[src/rtl/rpn_axil_master_if.sv]
// rpn_axil_master_if: AXI4-Lite bus bundle between the command-port initiator and the calculator slave.
interface rpn_axil_master_if #(
  parameter int ADDR_WIDTH = 4,
  parameter int DATA_WIDTH = 32
);
  logic [ADDR_WIDTH-1:0]   awaddr;
  logic [2:0]              awprot;
  logic                    awvalid;
  logic                    awready;
  logic [DATA_WIDTH-1:0]   wdata;
  logic [DATA_WIDTH/8-1:0] wstrb;
  logic                    wvalid;
  logic                    wready;
  logic [1:0]              bresp;
  logic                    bvalid;
  logic                    bready;
  logic [ADDR_WIDTH-1:0]   araddr;
  logic [2:0]              arprot;
  logic                    arvalid;
  logic                    arready;
  logic [DATA_WIDTH-1:0]   rdata;
  logic [1:0]              rresp;
  logic                    rvalid;
  logic                    rready;
  modport master (
    output awaddr, awprot, awvalid, wdata, wstrb, wvalid, bready, araddr, arprot, arvalid, rready,
    input  awready, wready, bresp, bvalid, arready, rdata, rresp, rvalid
  );
  modport slave (
    input  awaddr, awprot, awvalid, wdata, wstrb, wvalid, bready, araddr, arprot, arvalid, rready,
    output awready, wready, bresp, bvalid, arready, rdata, rresp, rvalid
  );
endinterface

[src/rtl/rpn_axil_master.sv]
// rpn_axil_master: single-outstanding command port to AXI4-Lite initiator for the RPN calculator.
// Optional abort of unanswered transactions with RPN_AXIL_MASTER_TIMEOUT_EN.
module rpn_axil_master #(
  parameter int C_M_AXI_ADDR_WIDTH = 4,
  parameter int C_M_AXI_DATA_WIDTH = 32,
  parameter int TIMEOUT_CYCLES     = 256
) (
  input  logic                          m00_axi_aclk,
  input  logic                          m00_axi_aresetn,
  input  logic                          cmd_valid,
  output logic                          cmd_ready,
  input  logic                          cmd_write,
  input  logic [C_M_AXI_ADDR_WIDTH-1:0] cmd_addr,
  input  logic [C_M_AXI_DATA_WIDTH-1:0] cmd_wdata,
  output logic                          rsp_valid,
  output logic [C_M_AXI_DATA_WIDTH-1:0] rsp_rdata,
  output logic [1:0]                    rsp_resp,
  output logic                          rsp_timeout,
  rpn_axil_master_if.master             m00_axi
);
  typedef enum logic [2:0] {IDLE, WRITE, WRESP, RADDR, RDATA, RESP} state_t;
  state_t state;
  logic   busy;
  logic   tmo_hit;
  assign busy = state inside {WRITE, WRESP, RADDR, RDATA};
`ifdef RPN_AXIL_MASTER_TIMEOUT_EN
  localparam int TW = $clog2(TIMEOUT_CYCLES + 1);
  logic [TW-1:0] tmo_cnt;
  always_ff @(posedge m00_axi_aclk) begin
    if (!m00_axi_aresetn || state == IDLE) tmo_cnt <= '0;
    else if (busy) tmo_cnt <= tmo_cnt + 1'b1;
  end
  // Abort on the edge where the busy-cycle count would reach TIMEOUT_CYCLES.
  assign tmo_hit = busy && (tmo_cnt == TW'(TIMEOUT_CYCLES - 1));
`else
  logic unused_tmo;
  assign unused_tmo = ^TIMEOUT_CYCLES;
  assign tmo_hit = 1'b0 & busy;
`endif
  always_ff @(posedge m00_axi_aclk) begin
    if (!m00_axi_aresetn) begin
      state           <= IDLE;
      cmd_ready       <= 1'b0;
      rsp_valid       <= 1'b0;
      rsp_rdata       <= '0;
      rsp_resp        <= '0;
      rsp_timeout     <= 1'b0;
      m00_axi.awaddr  <= '0;
      m00_axi.awprot  <= '0;
      m00_axi.awvalid <= 1'b0;
      m00_axi.wdata   <= '0;
      m00_axi.wstrb   <= '0;
      m00_axi.wvalid  <= 1'b0;
      m00_axi.bready  <= 1'b0;
      m00_axi.araddr  <= '0;
      m00_axi.arprot  <= '0;
      m00_axi.arvalid <= 1'b0;
      m00_axi.rready  <= 1'b0;
    end else if (tmo_hit) begin
      m00_axi.awvalid <= 1'b0;
      m00_axi.wvalid  <= 1'b0;
      m00_axi.bready  <= 1'b0;
      m00_axi.arvalid <= 1'b0;
      m00_axi.rready  <= 1'b0;
      rsp_resp        <= 2'b10;
      rsp_rdata       <= '0;
      rsp_timeout     <= 1'b1;
      rsp_valid       <= 1'b1;
      state           <= RESP;
    end else begin
      rsp_valid <= 1'b0;
      case (state)
        IDLE: begin
          if (cmd_valid && cmd_ready) begin
            cmd_ready <= 1'b0;
            if (cmd_write) begin
              m00_axi.awaddr  <= cmd_addr;
              m00_axi.wdata   <= cmd_wdata;
              m00_axi.wstrb   <= '1;
              m00_axi.awvalid <= 1'b1;
              m00_axi.wvalid  <= 1'b1;
              state           <= WRITE;
            end else begin
              m00_axi.araddr  <= cmd_addr;
              m00_axi.arvalid <= 1'b1;
              state           <= RADDR;
            end
          end else cmd_ready <= 1'b1;
        end
        WRITE: begin
          // AW and W complete independently; a channel already accepted counts as done.
          if (m00_axi.awready) m00_axi.awvalid <= 1'b0;
          if (m00_axi.wready) m00_axi.wvalid <= 1'b0;
          if ((!m00_axi.awvalid || m00_axi.awready) && (!m00_axi.wvalid || m00_axi.wready)) begin
            m00_axi.bready <= 1'b1;
            state          <= WRESP;
          end
        end
        WRESP: begin
          if (m00_axi.bvalid && m00_axi.bready) begin
            m00_axi.bready <= 1'b0;
            rsp_resp       <= m00_axi.bresp;
            rsp_rdata      <= '0;
            rsp_timeout    <= 1'b0;
            rsp_valid      <= 1'b1;
            state          <= RESP;
          end
        end
        RADDR: begin
          if (m00_axi.arready) begin
            m00_axi.arvalid <= 1'b0;
            m00_axi.rready  <= 1'b1;
            state           <= RDATA;
          end
        end
        RDATA: begin
          if (m00_axi.rvalid && m00_axi.rready) begin
            m00_axi.rready <= 1'b0;
            rsp_resp       <= m00_axi.rresp;
            rsp_rdata      <= m00_axi.rdata;
            rsp_timeout    <= 1'b0;
            rsp_valid      <= 1'b1;
            state          <= RESP;
          end
        end
        RESP: begin
          cmd_ready <= 1'b1;
          state     <= IDLE;
        end
        default: state <= IDLE;
      endcase
    end
  end
endmodule

[src/flat_wrapper.sv]
// flat-port wrapper written by rule: the top's interface ports become plain ports
module rpn_axil_master_flat 
#(
  parameter int C_M_AXI_ADDR_WIDTH = 4,
  parameter int C_M_AXI_DATA_WIDTH = 32,
  parameter int TIMEOUT_CYCLES     = 256
)
  (m00_axi_aclk, m00_axi_aresetn, cmd_valid, cmd_ready, cmd_write, cmd_addr, cmd_wdata, rsp_valid, rsp_rdata, rsp_resp, rsp_timeout, m00_axi_awaddr, m00_axi_awprot, m00_axi_awvalid, m00_axi_wdata, m00_axi_wstrb, m00_axi_wvalid, m00_axi_bready, m00_axi_araddr, m00_axi_arprot, m00_axi_arvalid, m00_axi_rready, m00_axi_awready, m00_axi_wready, m00_axi_bresp, m00_axi_bvalid, m00_axi_arready, m00_axi_rdata, m00_axi_rresp, m00_axi_rvalid);
  rpn_axil_master_if #(.ADDR_WIDTH((4)), .DATA_WIDTH((32))) m00_axi_i ();
  input  logic m00_axi_aclk;
  input  logic m00_axi_aresetn;
  input  logic cmd_valid;
  output logic cmd_ready;
  input  logic cmd_write;
  input  logic [C_M_AXI_ADDR_WIDTH-1:0] cmd_addr;
  input  logic [C_M_AXI_DATA_WIDTH-1:0] cmd_wdata;
  output logic rsp_valid;
  output logic [C_M_AXI_DATA_WIDTH-1:0] rsp_rdata;
  output logic [1:0] rsp_resp;
  output logic rsp_timeout;
  output wire logic [$bits(m00_axi_i.awaddr)-1:0] m00_axi_awaddr;
  output wire logic [$bits(m00_axi_i.awprot)-1:0] m00_axi_awprot;
  output wire logic [$bits(m00_axi_i.awvalid)-1:0] m00_axi_awvalid;
  output wire logic [$bits(m00_axi_i.wdata)-1:0] m00_axi_wdata;
  output wire logic [$bits(m00_axi_i.wstrb)-1:0] m00_axi_wstrb;
  output wire logic [$bits(m00_axi_i.wvalid)-1:0] m00_axi_wvalid;
  output wire logic [$bits(m00_axi_i.bready)-1:0] m00_axi_bready;
  output wire logic [$bits(m00_axi_i.araddr)-1:0] m00_axi_araddr;
  output wire logic [$bits(m00_axi_i.arprot)-1:0] m00_axi_arprot;
  output wire logic [$bits(m00_axi_i.arvalid)-1:0] m00_axi_arvalid;
  output wire logic [$bits(m00_axi_i.rready)-1:0] m00_axi_rready;
  input wire logic [$bits(m00_axi_i.awready)-1:0] m00_axi_awready;
  input wire logic [$bits(m00_axi_i.wready)-1:0] m00_axi_wready;
  input wire logic [$bits(m00_axi_i.bresp)-1:0] m00_axi_bresp;
  input wire logic [$bits(m00_axi_i.bvalid)-1:0] m00_axi_bvalid;
  input wire logic [$bits(m00_axi_i.arready)-1:0] m00_axi_arready;
  input wire logic [$bits(m00_axi_i.rdata)-1:0] m00_axi_rdata;
  input wire logic [$bits(m00_axi_i.rresp)-1:0] m00_axi_rresp;
  input wire logic [$bits(m00_axi_i.rvalid)-1:0] m00_axi_rvalid;
  assign m00_axi_awaddr = m00_axi_i.awaddr;
  assign m00_axi_awprot = m00_axi_i.awprot;
  assign m00_axi_awvalid = m00_axi_i.awvalid;
  assign m00_axi_wdata = m00_axi_i.wdata;
  assign m00_axi_wstrb = m00_axi_i.wstrb;
  assign m00_axi_wvalid = m00_axi_i.wvalid;
  assign m00_axi_bready = m00_axi_i.bready;
  assign m00_axi_araddr = m00_axi_i.araddr;
  assign m00_axi_arprot = m00_axi_i.arprot;
  assign m00_axi_arvalid = m00_axi_i.arvalid;
  assign m00_axi_rready = m00_axi_i.rready;
  assign m00_axi_i.awready = m00_axi_awready;
  assign m00_axi_i.wready = m00_axi_wready;
  assign m00_axi_i.bresp = m00_axi_bresp;
  assign m00_axi_i.bvalid = m00_axi_bvalid;
  assign m00_axi_i.arready = m00_axi_arready;
  assign m00_axi_i.rdata = m00_axi_rdata;
  assign m00_axi_i.rresp = m00_axi_rresp;
  assign m00_axi_i.rvalid = m00_axi_rvalid;
  rpn_axil_master #(.C_M_AXI_ADDR_WIDTH(C_M_AXI_ADDR_WIDTH), .C_M_AXI_DATA_WIDTH(C_M_AXI_DATA_WIDTH), .TIMEOUT_CYCLES(TIMEOUT_CYCLES)) u_core (.m00_axi_aclk(m00_axi_aclk), .m00_axi_aresetn(m00_axi_aresetn), .cmd_valid(cmd_valid), .cmd_ready(cmd_ready), .cmd_write(cmd_write), .cmd_addr(cmd_addr), .cmd_wdata(cmd_wdata), .rsp_valid(rsp_valid), .rsp_rdata(rsp_rdata), .rsp_resp(rsp_resp), .rsp_timeout(rsp_timeout), .m00_axi(m00_axi_i));
endmodule
[config.mk]
export PLATFORM = sky130hd
export DESIGN_NAME = rpn_axil_master_flat
export DESIGN_NICKNAME = d
export VERILOG_FILES = /design/src/rtl/rpn_axil_master_if.sv /design/src/rtl/rpn_axil_master.sv /design/src/flat_wrapper.sv
export SDC_FILE = /design/constraint.sdc
export NUM_CORES = 1
export LEC_CHECK = 0
export CAP_MARGIN = 25
export CORE_UTILIZATION = 25
export CTS_BUF_LIST = sky130_fd_sc_hd__clkbuf_2 sky130_fd_sc_hd__clkbuf_4 sky130_fd_sc_hd__clkbuf_8
export CTS_CLUSTER_SIZE = 20
export DETAILED_ROUTE_END_ITERATION = 8
export DONT_BUFFER_PORTS = 1
export SETUP_SLACK_MARGIN = 0.1
export SYNTH_ARGS = -nofsm -noshare
export SYNTH_HDL_FRONTEND = slang
export SYNTH_SLANG_ARGS = --single-unit
export TNS_END_PERCENT = 30
[constraint.sdc]
create_clock -name m00_axi_aclk -period 2.7 [get_ports m00_axi_aclk]
set_input_delay 0.54 -clock m00_axi_aclk [delete_from_list [all_inputs] [get_ports m00_axi_aclk]]
set_output_delay 0.54 -clock m00_axi_aclk [all_outputs]
set_load 0.05 [all_outputs]
Word level (Yosys, flattened, before mapping)
Cells that the tools add are included.
W data, S select, Z words.
{"block": "totals", "register_bits": 86, "output_inout_bits": 92, "wordCells": 89}
{"block": "op_classes", "n_eq_ne": 14, "muxes": 35, "bitwise": 1, "reduce_logical": 24}
{"operator": "$mux W32", "count": 2}
{"operator": "$pmux W32 S2", "count": 1}
{"operator": "$ne A2 B2 Y1 const B", "count": 8}
{"operator": "$pmux W1 S2", "count": 8}
{"operator": "$mux W3", "count": 5}
{"operator": "$pmux W3 S5", "count": 1}
{"operator": "$reduce_and A3 Y1", "count": 5}
{"operator": "$mux W1", "count": 14}
{"operator": "$reduce_and A4 Y1", "count": 3}
{"operator": "$reduce_bool A2 Y1", "count": 6}
{"operator": "$eq A3 B2 Y1 const B", "count": 2}
{"operator": "$eq A3 B3 Y1 const B", "count": 2}
{"operator": "$mux W2", "count": 3}
{"operator": "$reduce_and A5 Y1", "count": 1}
{"operator": "$logic_and A1 B1 Y1", "count": 4}
{"operator": "$pmux W2 S2", "count": 1}
{"operator": "$eq A3 B1 Y1 const B", "count": 1}
{"operator": "$logic_not A3 Y1", "count": 1}
{"operator": "$logic_not A1 Y1", "count": 2}
{"operator": "$logic_or A1 B1 Y1", "count": 2}
{"operator": "$ne A2 B1 Y1 const B", "count": 1}
{"operator": "$not A1 Y1", "count": 1}

Logic depth before layout (Yosys ltp)
{"block": "depth", "word_depth": 5, "ltp_mapped": 7, "depth_no_buf": 4}

Worst setup path after synthesis
OpenSTA, ideal clock, no wires.
{"block": "synth_path", "kind": "reg-to-reg", "from": "register u_core.cmd_ready", "to": "register u_core.m00_axi.araddr[0]", "setup_ps": 117, "arrival_ps": 1591, "required_ps": 2583, "setup_slack_ps": 991, "stages_incl_launch_ff": 5, "synth_period_minus_slack_ps": 1709, "path_cell_list": "dfxtp_1 nand2_1 nor4_4 mux2i_1 nor2b_1"}
{"block": "synth_between", "elab_chain_len": 2}
{"item": "start: declaration", "line": "rpn_axil_master.sv:11", "text": "output logic cmd_ready,"}
{"item": "start signal: assignment", "line": "rpn_axil_master.sv:43", "text": "cmd_ready <= 1'b0;"}
{"item": "start signal: assignment", "line": "rpn_axil_master.sv:75", "text": "cmd_ready <= 1'b0;"}
{"item": "start signal: assignment", "line": "rpn_axil_master.sv:88", "text": "end else cmd_ready <= 1'b1;"}
{"item": "$logic_and A1 B1 Y1", "line": "rpn_axil_master.sv:74", "text": "if (cmd_valid && cmd_ready) begin"}
{"item": "$reduce_and A3 Y1 (no source line)"}
{"item": "end signal: assignment", "line": "rpn_axil_master.sv:84", "text": "m00_axi.araddr <= cmd_addr;"}
{"item": "end: declaration", "line": "rpn_axil_master_if.sv:26", "text": "output awaddr, awprot, awvalid, wdata, wstrb, wvalid, bready, araddr, arprot, arvalid, rready,"}
No other way between the ends.
A chain may end at the register's enable or synchronous reset.

Worst setup path after layout
{"block": "layout_path", "from": "register u_core.state[1]", "to": "register u_core.rsp_resp[1]"}
{"block": "layout_between", "elab_chain_len": 3, "word_cells_on_any_way": 7, "classes_between": "eq/ne: 4; mux: 1; reduce/logical: 2"}
{"item": "start: declaration", "line": "rpn_axil_master.sv:22", "text": "state_t state;"}
{"item": "start signal: assignment", "line": "rpn_axil_master.sv:42", "text": "state <= IDLE;"}
{"item": "start signal: assignment", "line": "rpn_axil_master.sv:69", "text": "state <= RESP;"}
{"item": "start signal: assignment", "line": "rpn_axil_master.sv:82", "text": "state <= WRITE;"}
{"item": "$eq A3 B2 Y1 / $eq A3 B3 Y1 (equally long branches)"}
{"item": "$ne A2 B2 Y1 (no source line) / $reduce_bool A2 Y1 (equally long branches)"}
{"item": "$reduce_and A3 Y1 (no source line)"}
{"item": "end signal: assignment", "line": "rpn_axil_master.sv:102", "text": "rsp_resp <= m00_axi.bresp;"}
{"item": "end signal: assignment", "line": "rpn_axil_master.sv:119", "text": "rsp_resp <= m00_axi.rresp;"}
{"item": "end: declaration", "line": "rpn_axil_master.sv:17", "text": "output logic [1:0] rsp_resp,"}
Parallel ways exist; a longest one is shown, timed or not.

==> summary.txt <==
Critical path
  – Arr. time, crit path: 2.24 ns
  – WP data required: 3.01 ns
  – Critical Path Start: u_core.state[1]
  – CP Class: flop to flop
  – CP endpoint kind: flop
  – Worst r2r src: u_core.state[1]
  – CP Launch Type: flop
  – CP max FO: 18

Floorplan
  – Die height: 120 microns
  – Initial core utilization: 0.260
  – Die area: 14400 sq um
  – # rows: 42
  – Core Box Area: 13400 sq um
  – Width of the chip: 120 microns
  – IO Count: 173

Timing
  – Min Hold Slack: 0.306 ns
  – Max Slew Vio Count: 0
  – FMAX: 519 MHz
  – RSZ-0062 raised after global routing: no
  – Worst-Margin Slew: 0.620 ns
  – Post-Route Setup TNS: 0 ns
  – Final setup violation count: 0
  – Final hold violation count: 0
  – Final worst path period share: 0.713
  – Min Clock Period, post-route: 1.93 ns
  – Max Clock Skew: 0.00458 ns
  – Relative slew slack: 0.586

Power
  – Power per Cell Area: 644 nW/um^2
  – VDD IR max: 172 uV
  – LEAKAGE: 1.30 nW
  – Total power: 2.43 mW

Global routing
  – Grt met2 use: 0.199
  – Largest net degree at the start of global routing: 86
  – Vias in the first global route: 2505
  – Total grt overflow: 0
  – First-pass GRT wire length: 13000 microns
  – GRT Util Overall: 0.119
  – Grt met1 use: 0.127
  – Met3 Use GR: 0.0542
  – Antenna violations before repair: 0
  – GR peak layer: met2

Cells and area
  – Area grow syn2layout: 8.29%
  – Share of cells above drive strength 1: 0.0918
  – Diode count: 0
  – Fin nets: 468
  – Commonest non-fill, non-tap cell in the layout: nand2_1
  – Final non-filler cell area: 3780 sq um
  – Most frequent cells in the layout: nand2_1, dfxtp_1, a21boi_1, nand3_1, a21boi_0
  – Final core utilization: 0.282

Synthesis
  – Synth Cell Area: 3490 sq um
  – Seq cells post-synth: 85
  – Yosys top cell area share: 0.488
  – Ys async rst share: 0
  – Main combinational cell family by area after synthesis: simple AND/OR/NAND/NOR gates
  – Compound-cell area share of the yosys netlist: 0.199
  – Ys Warns: 0
  – EDFF count, synth: 0
  – Top cell type by total area after synthesis: dfxtp_1
  – Fraction of the mapped netlist area in adder cells: 0
  – Syn Area/Cell: 8.76 sq um
  – Mux contribution to synthesized area: 0.0172
  – Ys flop type: dfxtp_1
  – Synth Instances: 398
  – Synth Area in XOR/XNOR: 0
  – Seq/Total Area, Yosys: 0.488
  – Top cells by area, synth: dfxtp_1, nand2_1, a21boi_1
  – Yosys cell types: 35
  – Synth Area in Simple Gates: 0.221

Status
  – Outcome: finished, final reports clean

Clock network
  – Clock sink count: 85
  – Post-cts repair resize count: 0
  – CTS Hold Bufs: 0
  – CTS tree: built
  – Clock latency at the later pin of the worst-skew pair: 0.36 ns
  – Clock tree buffer depth: 2
  – # Post-CTS Setup Buffers: 0
  – Root Buffer: clkbuf_8
  – Clock transition at the registers of the reported paths: 0.08 ns
  – CTS Buf Count: 9
  – CTS H-tree lvls: 3

Routing
  – Drt first pass iters: 5
  – Wirelength, routed: 8530 microns
  – WL/cell: 15.0 microns
  – Routed vias: 2622
  – Routed vias/inst: 4.62
  – Final ANT Viol Nets: 0
  – DRC viols: 0
  – Starting DRT DRC Count: 130

Placement
  – GP Congestion: 0.673
  – Dpl cell area: 3570 sq um
  – HPWL after DPL: 6090 microns
  – PortBufs: 0

Hold path
  – Hold Crit Start: m00_axi_rdata[24]
  – Hold/Removal Path Class: primary input to flop

Flow run
  – Number of max-cap violations: 0
==> worst paths after layout <==
kind | slack [ns] | depth (start not counted) | endpoint
setup / recovery | 0.77 | 5 | u_core.rsp_resp[1]
hold / removal | 0.31 | 2 | u_core.rsp_rdata[24]
setup reg to reg | 0.77 | 5 | u_core.rsp_resp[1]
hold reg to reg | 0.61 | 2 | u_core.cmd_ready
==> cell type report <==
| class | instances | area, sq um |
|---|---|---|
| clock buffers | 11 | 151 |
| clock inverters | 5 | 25.0 |
| fillers | 1430 | 9620 |
| inverters | 3 | 11.3 |
| multi-input cells | 275 | 1550 |
| flip-flops and latches | 85 | 1700 |
| well taps | 176 | 220 |
| repair buffers | 13 | 118 |
==> cell families after synthesis <==
family	after synthesis
AND/OR/NAND/NOR	168
AO/OA/AOI/OAI	94
flip-flops	85
buffers and inverters	44
multiplexers	6
other	1
==> metal layers <==
layer,vias up,routed length [microns]
met3,11,931
met2,102,4090
met5,-,0
li1,1292,-
met1,1217,3350
met4,0,161
==> where the power goes <==
group / switching [mW] / internal, mW
Sequential: 0.139 / 1.29
Combinational: 0.113 / 0.0722
Clock: 0.444 / 0.377
Total: 0.697 / 1.74
==> worst max-delay path: stages (launching register included) <==
cell	delay, ns
dfxtp_1	0.62
and3_2	0.28
nand2_1	0.37
buf_4	0.35
a21oi_1	0.15
o21a_1	0.11
==> sequential cells by signal (all words and copies together), names as in the netlist <==
signal	cells
u_core.cmd_ready	1
u_core.m00_axi.araddr	4
u_core.m00_axi.arvalid	1
u_core.m00_axi.awaddr	4
u_core.m00_axi.awvalid	1
u_core.m00_axi.bready	1
u_core.m00_axi.rready	1
u_core.m00_axi.wdata	32
u_core.m00_axi.wstrb	1
u_core.m00_axi.wvalid	1
u_core.rsp_rdata	32
u_core.rsp_resp	2
u_core.rsp_valid	1
u_core.state	3
==> synth_stat cells (2+ instances only) <==
cell      count
buf_6         4
and3_1        3
buf_4        15
a21boi_1     52
a21oi_1       6
o21a_1        4
a21boi_0     20
buf_2         7
nor2_1        2
clkbuf_1     14
nor3b_1       2
o21ai_0       3
nand3_1      34
inv_1         3
nor2b_1       7
mux2i_1       6
dfxtp_1      85
o211a_1       3
nand2_1     112
==> through the flow <==
| step | cells | setup slack (ns) |
|---|---|---|
| floorplan | 404 | 0.991 |
| detailed placement | 551 | 0.658 |
| global placement | 551 | 0.725 |
| finish | 568 | 0.775 |
| CTS | 567 | 0.645 |
| global route | 568 | 0.547 |
No activity file was read; power rests on OpenSTA's default activity.
